File: src/rtl/dmem_arbiter.sv
`default_nettype none
`timescale 1ns/1ps
// ============================================================================
// dmem_arbiter : shares the single-port data memory between CPU and DBG ports
// Revision     : 1.0
// ============================================================================
module dmem_arbiter #(
    parameter int DATA_MEM_SIZE = 64,
    parameter int STARVE_LIMIT  = 4,
    parameter int MAX_BURST     = 8
) (
    input  logic        clk,
    input  logic        rstn,

    input  logic        cpu_req,
    input  logic        cpu_we,
    input  logic [31:0] cpu_addr,
    input  logic [31:0] cpu_wd,
    output logic        cpu_gnt,
    output logic        cpu_stall,
    output logic [31:0] cpu_rd,

    input  logic        dbg_req,
    input  logic        dbg_we,
    input  logic [31:0] dbg_addr,
    input  logic [31:0] dbg_wd,
    input  logic        dbg_lock,
    output logic        dbg_gnt,
    output logic [31:0] dbg_rd,

    output logic [31:0] mem_addr,
    output logic        mem_we,
    output logic [31:0] mem_wd,
    input  logic [31:0] mem_rd,

    output logic        err,
    output logic [31:0] err_addr
);

    typedef enum logic [0:0] {
        ST_ARB   = 1'b0,
        ST_BURST = 1'b1
    } state_t;

    localparam logic [3:0]  C_STARVE_MAX = 4'(STARVE_LIMIT);
    localparam logic [7:0]  C_BURST_LAST = 8'(MAX_BURST - 1);
    localparam logic [29:0] C_MEM_WORDS  = 30'(DATA_MEM_SIZE);

    state_t      r_state;
    logic [3:0]  r_starve_cnt;
    logic [7:0]  r_burst_cnt;
    logic        r_cooldown;
    logic        r_err;
    logic [31:0] r_err_addr;

    logic        w_force;
    logic        w_cpu_gnt;
    logic        w_dbg_gnt;
    logic        w_any_gnt;
    logic        w_sel_we;
    logic [31:0] w_sel_addr;
    logic [31:0] w_sel_wd;
    logic        w_bad;
    logic        w_burst_enter;
    logic        w_burst_exit;

    // Cooldown masks the force-grant so the CPU always gets a slot after a burst.
    // Grants are held low while reset is asserted so nothing reaches memory.
    always_comb begin
        w_force   = (r_starve_cnt == C_STARVE_MAX) && !r_cooldown;
        w_cpu_gnt = 1'b0;
        w_dbg_gnt = 1'b0;
        if (rstn) begin
            if (r_state == ST_BURST) begin
                w_dbg_gnt = dbg_req;
            end else begin
                w_dbg_gnt = dbg_req && (!cpu_req || w_force);
                w_cpu_gnt = cpu_req && !w_dbg_gnt;
            end
        end
    end

    always_comb begin
        w_any_gnt  = w_cpu_gnt || w_dbg_gnt;
        w_sel_addr = '0;
        w_sel_wd   = '0;
        w_sel_we   = 1'b0;
        if (w_cpu_gnt) begin
            w_sel_addr = cpu_addr;
            w_sel_wd   = cpu_wd;
            w_sel_we   = cpu_we;
        end else if (w_dbg_gnt) begin
            w_sel_addr = dbg_addr;
            w_sel_wd   = dbg_wd;
            w_sel_we   = dbg_we;
        end
        w_bad = w_any_gnt &&
                ((w_sel_addr[1:0] != 2'b00) || (w_sel_addr[31:2] >= C_MEM_WORDS));
    end

    always_comb begin
        w_burst_enter = (r_state == ST_ARB) && w_dbg_gnt && dbg_lock && !r_cooldown;
        w_burst_exit  = (r_state == ST_BURST) &&
                        (!dbg_lock || !dbg_req ||
                         (w_dbg_gnt && (r_burst_cnt == C_BURST_LAST)));
    end

    assign cpu_gnt   = w_cpu_gnt;
    assign dbg_gnt   = w_dbg_gnt;
    assign cpu_stall = cpu_req && !w_cpu_gnt;
    assign cpu_rd    = (w_cpu_gnt && !w_bad) ? mem_rd : '0;
    assign dbg_rd    = (w_dbg_gnt && !w_bad) ? mem_rd : '0;
    assign mem_addr  = w_sel_addr;
    assign mem_wd    = w_sel_wd;
    assign mem_we    = w_sel_we && !w_bad;
    assign err       = r_err;
    assign err_addr  = r_err_addr;

    always_ff @(posedge clk or negedge rstn) begin
        if (!rstn) begin
            r_state      <= ST_ARB;
            r_starve_cnt <= '0;
            r_burst_cnt  <= '0;
            r_cooldown   <= 1'b0;
            r_err        <= 1'b0;
            r_err_addr   <= '0;
        end else begin
            r_err <= w_bad;
            if (w_bad) begin
                r_err_addr <= w_sel_addr;
            end

            if (dbg_req && !w_dbg_gnt) begin
                if (r_starve_cnt != C_STARVE_MAX) begin
                    r_starve_cnt <= r_starve_cnt + 4'd1;
                end
            end else begin
                r_starve_cnt <= '0;
            end

            r_cooldown <= w_burst_exit;

            case (r_state)
                ST_ARB: begin
                    if (w_burst_enter) begin
                        r_state     <= ST_BURST;
                        r_burst_cnt <= 8'd1;
                    end
                end
                ST_BURST: begin
                    if (w_burst_exit) begin
                        r_state     <= ST_ARB;
                        r_burst_cnt <= '0;
                    end else if (w_dbg_gnt) begin
                        r_burst_cnt <= r_burst_cnt + 8'd1;
                    end
                end
                default: begin
                    r_state     <= ST_ARB;
                    r_burst_cnt <= '0;
                end
            endcase
        end
    end

    a_grant_onehot: assert property (@(posedge clk) disable iff (!rstn)
        !(cpu_gnt && dbg_gnt));

    a_starve_bounded: assert property (@(posedge clk) disable iff (!rstn)
        r_starve_cnt <= C_STARVE_MAX);

endmodule
`default_nettype wire
File: config.mk
export PLATFORM = sky130hd
export DESIGN_NAME = dmem_arbiter
export DESIGN_NICKNAME = d
export VERILOG_FILES = /design/src/rtl/dmem_arbiter.sv
export SDC_FILE = /design/constraint.sdc
export NUM_CORES = 1
export LEC_CHECK = 0
export CORE_AREA = 2 2 127 129
export CTS_CLUSTER_DIAMETER = 100
export DETAILED_ROUTE_END_ITERATION = 7
export DIE_AREA = 0 0 129 131
export PLACE_DENSITY = 0.59
export SYNTH_ARGS = -nofsm -noshare
export SYNTH_HDL_FRONTEND = slang
export SYNTH_SLANG_ARGS = --single-unit
File: constraint.sdc
create_clock -name clk -period 3.3 [get_ports clk]
set_input_delay 0.495 -clock clk [delete_from_list [all_inputs] [get_ports clk]]
set_output_delay 0.495 -clock clk [all_outputs]
set_load 0.01 [all_outputs]
Word level (Yosys, flattened, before mapping)
Index checks and enable logic that the tools add are counted.

cells by class
  $add $sub $neg = 2
  $mul = 0
  divide/modulo/power cells = 0
  magnitude comparators = 1
  equal/unequal tests = 6
  shift-type cells = 0
  muxes and demuxes = 21
  bitwise gates (word level) = 1
  reduce and logical (&&, ||, !) cells = 29

operators with widths
  operator                                                             count
  2-to-1 mux 32 bit                                                    6
  greater-or-equal comparator 30 x 7 -> 1 bit (second input constant)  1
  2-to-1 mux 8 bit                                                     3
  one-hot mux 8 bit (2 select lines)                                   1
  logical AND 1 bit                                                    14
  adder 8 x 1 -> 8 bit (second input constant)                         1
  == test 8 x 3 -> 1 bit (second input constant)                       1
  logical NOT 1 bit                                                    8
  2-to-1 mux 1 bit                                                     8
  2-to-1 mux 4 bit                                                     2
  logical OR 1 bit                                                     5
  adder 4 x 1 -> 4 bit (second input constant)                         1
  == test 4 x 3 -> 1 bit (second input constant)                       1
  != test 4 x 3 -> 1 bit (second input constant)                       1
  != test 3 x 1 -> 1 bit (second input constant)                       1
  != test 2 x 1 -> 1 bit (second input constant)                       1
  != test 2 bit (second input constant)                                1
  one-hot mux 1 bit (2 select lines)                                   1
  AND reduction 2 bit                                                  1
  nonzero test 2 bit                                                   1
  inverter 1 bit                                                       1

word-level totals
  register bits after elaboration = 47
  bits in latches = 0
  RAM bits = 0
  bits in read-only memories = 0
  bits of input ports = 167
  memories = 0

Longest topological paths before layout
  word-level depth = 15
  depth in mapped cells = 12
  depth with buffers taken out = 9

Worst setup path before layout
Ideal clock, no wire load.

  path type = input to output
  from = input port dbg_addr[22]
  to = output port cpu_rd[14]
  data arrival time = 2.339 ns
  setup slack = 0.466 ns
  cell stages on the path = 7
  buffers on the path = 3
  cell sequence = or4_1 -> o41a_1 -> a2111o_1 -> buf_6 -> buf_6 -> buf_6 -> nor3_2

between the ends
  cells in the longest elaborated chain, start to end = 8

ends and longest elaborated chain
  item                                         RTL line  RTL
  start: declaration                           25        input logic [31:0] dbg_addr,
  2-to-1 mux 32 bit                            92        end else if (w_dbg_gnt) begin
  2-to-1 mux 32 bit                            88        if (w_cpu_gnt) begin
  greater-or-equal comparator 30 x 7 -> 1 bit  98        ((w_sel_addr[1:0] != 2'b00) || (w_sel_addr[31:2] >= C_MEM_WORDS));
  logical OR 1 bit                             98
  logical AND 1 bit                            97        w_bad = w_any_gnt &&
  logical NOT 1 bit                            111       assign cpu_rd = (w_cpu_gnt && !w_bad) ? mem_rd : '0;
  logical AND 1 bit                            111
  2-to-1 mux 32 bit                            111
  end: declaration                             21        output logic [31:0] cpu_rd,

No other way between the ends.

Worst setup path in the final report
  from = input port dbg_addr[8]
  to = output port cpu_rd[23]

Same word-level chain as after synthesis.

==> impl_metrics.yaml <==
placed_design:
  numPortBuffers: 331
  dp_cells: 967
  detailedPlacementHpwl_um: 14600
  gp_congestion: 0.920
  placement.cell_area_mm2: 0.00750
  pre_cts_slack_ps: -717
detailed_routing:
  detail_route.iter0.violations: 163
  drt-wirelength-per-cell_um: 19.2
  drcViolationCount: 0
  detail_route.vias_per_cell: 4.77
  detailedRoute.firstPassIterationCount: 4
  antenna_viol_nets_final: 0
  drt_wl_total_um: 19000
  total_via_count_in_the_routed_design: 4730
worst_setup_path:
  criticalPathCategory: "in -> out"
  cp_cell_sequence: "dlygate4sd2_1, or4_4, o41a_1, a2111o_2, buf_12, buf_8, buf_6, nor3_2, buf_2"
  critical_path.reg2reg.endpoint: "err_addr[3]"
  total_number_of_cells_along_the_worst_setup_path: 9
  slowest_cell_delay_on_critical_path_ps: 530
  setup.reg_to_reg.worst_slack_ps: 640
  required_ps: 2800
  critical-path-top-delay-family: "compound AO/OA/AOI/OAI gates"
  setup.worst_path.end: "cpu_rd[23]"
  timing.critical_path.fanout_max: 8
  crit_path_start: "dbg_addr[8]"
  cp.buffers_inverters: 5
  worst-endpoint-arrival_ps: 2810
  reg2reg_from: "r_starve_cnt[0]"
  worstSetupEndpointType: "output pin"
  slowest_stage: "sky130_fd_sc_hd__or4_4"
  worst_r2r_path_depth: 12
  crit_path_start_kind: "input pin"
cts:
  tritoncts: "done"
  clk_pin_slew_worst_paths_ps: 70
  cts_htree_levels: 2
  cts_made_buffers: 5
  cts.hold.buffers_added: 0
  clock-sinks: 47
  cts-root-to-sink-buffers: 2
  cts.root.buffer_cell: "sky130_fd_sc_hd__clkbuf_16"
  clk_latency_ps: 290
global_route:
  first_pass_grt_wire_length_um: 26400
  gr-total-overflow: 0
  initial_antenna_violation_count: 0
  grt.total_usage_pct: 20.3
  first_global_vias: 4619
  grt_max_degree: 64
timing:
  max_clock_freq_mhz: 302
  timing.final.hold_violations: 0
  transition_at_the_pin_with_the_smallest_max_transition_slack_ps: 1230
  finalSetupViolCount: 1
  final.period_utilization_pct: 100
  setup_slack_ps: -6.48
  slew_headroom_pct: 17.3
  worst_clk_skew_ps: 6.84
  period_needed_ps: 3310
  final_max_slew_viol_count: 0
  setup_repair_after_global_routing_missed_its_margin: "true"
power:
  p_per_area_mw_per_mm2: 301
  ir_drop_worst_vdd_uv: 215
  leakage_nw: 3.47
synthesis:
  post_synth_fa_ha_maj_area_fraction_pct: 1.06
  postSynthCellCount: 383
  yosys_register_bits: 47
  synthFlopType: "sky130_fd_sc_hd__dfrtp_1"
  synth.lib_cells_used.distinct: 50
  synth_area_mm2: 0.00353
  compound_gate_fraction_of_synth_area_pct: 28.1
  asyncSetResetFlopFracSynth_pct: 100
  yosysSeqAreaShare_pct: 33.3
  synth_fp_nets: 553
  synth_top_family_by_area: "compound AO/OA/AOI/OAI gates"
  yosys_warnings: 0
  number_of_enable_type_register_cells_in_the_synthesized_netlist: 0
  post_synth_mux_area_share_pct: 2.48
  yosys.area_share.xor_xnor_pct: 0.496
  synth-simple-area-share_pct: 24.8
  syn_avg_cell_area_um2: 9.22
cells_and_area:
  post_route_cells_drive_above_1_share_pct: 34.8
  stdcell_count: 992
  antenna_cells_inserted: 0
  nets: 945
  stdcell_area_mm2: 0.00780
  area_growth_syn_to_layout_pct: 121
worst_hold_path:
  timing.hold.worst.class: "in -> async"
outcome:
  outcome: "finished with violations"
  violations: "negative setup slack"
floorplanning:
  floorplan.die.height_um: 131
  design.portCount: 332
  core.rowCount: 46
  die_x_um: 129
  core_area_mm2: 0.0156
  design.die.area_mm2: 0.0169
  initial_core_util_pct: 22.6
job:
  total_of_max_cap_violations: 0
==> worst register-to-register path, cell delays in order, from the launching register on <==
cell and delay (ps):
sky130_fd_sc_hd__dfrtp_1 390, sky130_fd_sc_hd__inv_2 80, sky130_fd_sc_hd__ha_4 160, sky130_fd_sc_hd__nand4bb_4 130
sky130_fd_sc_hd__buf_6 150, sky130_fd_sc_hd__o211ai_1 280, sky130_fd_sc_hd__a31oi_2 170, sky130_fd_sc_hd__a2111o_2 390
sky130_fd_sc_hd__buf_12 160, sky130_fd_sc_hd__buf_6 130, sky130_fd_sc_hd__buf_6 120, sky130_fd_sc_hd__buf_4 130
sky130_fd_sc_hd__mux2_2 250
==> state kept, by name, summed over array words and instances, names as in the netlist <==
name          flops
r_starve_cnt      4
r_burst_cnt       8
r_state           1
err_addr         32
r_cooldown        1
err               1
==> kinds of logic after synthesis <==
group,count (synthesis)
AND/OR/NAND/NOR,124
AO/OA/AOI/OAI,121
buffers and inverters,78
flip-flops,47
multiplexers,8
adder cells (fa/ha/maj),3
XOR/XNOR,2
==> report_power, final <==
part | internal, mW | total, mW | switching, mW | leakage (nW)
Combinational | 0.650 | 1.15 | 0.496 | 2.79
Sequential | 0.641 | 0.682 | 0.0405 | 0.615
Clock | 0.285 | 0.521 | 0.237 | 0.0675
Total | 1.58 | 2.35 | 0.773 | 3.47
==> layout by cell type (no fill, tap or decap), types with 4 or more instances in the layout <==
cell type                         Yosys  layout
sky130_fd_sc_hd__clkdlybuf4s50_1      0     229
sky130_fd_sc_hd__buf_4                0      71
sky130_fd_sc_hd__a22o_1              60      60
sky130_fd_sc_hd__dfrtp_1             47      47
sky130_fd_sc_hd__nor3_2              41      46
sky130_fd_sc_hd__inv_1               43      41
sky130_fd_sc_hd__buf_2                4      41
sky130_fd_sc_hd__dlygate4sd2_1        0      29
sky130_fd_sc_hd__a31o_2              25      25
sky130_fd_sc_hd__clkbuf_2             0      21
sky130_fd_sc_hd__nor3_1              26      14
sky130_fd_sc_hd__a21oi_1             11      11
sky130_fd_sc_hd__nand3_1             10      10
sky130_fd_sc_hd__buf_6                6      10
sky130_fd_sc_hd__nor2_1              10       9
sky130_fd_sc_hd__nor4_2               0       7
sky130_fd_sc_hd__nor3_4               0       7
sky130_fd_sc_hd__o21ai_0              6       6
sky130_fd_sc_hd__mux2_2               6       6
sky130_fd_sc_hd__clkbuf_16            0       6
sky130_fd_sc_hd__nand2_1              6       5
sky130_fd_sc_hd__clkdlybuf4s15_1      0       5
sky130_fd_sc_hd__buf_12               0       5
sky130_fd_sc_hd__inv_2                1       4
==> area by class of cell <==
type	count	area (um^2)
Fill cell	1464	7800
Inverter	45	169
Clock buffer	6	129
Timing Repair Buffer	418	3790
Tap cell	216	270
Sequential cell	47	1180
Clock inverter	2	16.3
Multi-Input combinational cell	258	2250
==> stage by stage <==
step           total power, mW  TNS, ps  hold slack, ps  utilization (%)
2_1_floorplan             1.09        0             199                -
3_3_place_gp              1.74   -44050             346             48.1
3_5_place_dp              1.75   -50080             345             48.1
4_1_cts                   2.36        0            24.7             50.1
5_1_grt                   2.48     -705            23.1             50.0
6_report                  2.35    -6.48            34.1             50.0
==> synth_stat cells (10+ instances only) <==
cell type                  instances  area (um^2)
sky130_fd_sc_hd__a22o_1           60          526
sky130_fd_sc_hd__dfrtp_1          47         1180
sky130_fd_sc_hd__inv_1            43          161
sky130_fd_sc_hd__nor3_2           41          410
sky130_fd_sc_hd__nor3_1           26          130
sky130_fd_sc_hd__a31o_2           25          219
sky130_fd_sc_hd__clkbuf_1         17         63.8
sky130_fd_sc_hd__a21oi_1          11         55.1
sky130_fd_sc_hd__nor4_1           11         68.8
sky130_fd_sc_hd__nand3_1          10         50.1
sky130_fd_sc_hd__nor2_1           10         37.5
==> how the worst min path moves through the flow <==
stage / startpoint / to / slack, ps
floorplan: rstn / err / 200
global placement: rstn / err_addr[27] / 350
CTS: rstn / err_addr[27] / 20
global route: rstn / err_addr[27] / 20
finish: rstn / err_addr[26] / 30
detailed placement: rstn / err_addr[27] / 350
==> timing repair <==
item | 4_1_cts | 5_1_grt
endpoints found under the setup margin | 126 | 124
gates cloned | 3 | 1
pin swaps | 18 | 9
buffers inserted | 13 | 3
hold endpoints to repair | 0 | 0
gates resized for setup | 242 | 114
==> layer usage <==
layer	routed length, um	up-vias	track usage [%]
met5	0	-	0
met4	218	0	3.84
met3	1810	17	7.41
met2	9280	228	34.6
met1	7700	2244	24.7
li1	-	2241	-
Power figures use the tool's default switching activity.
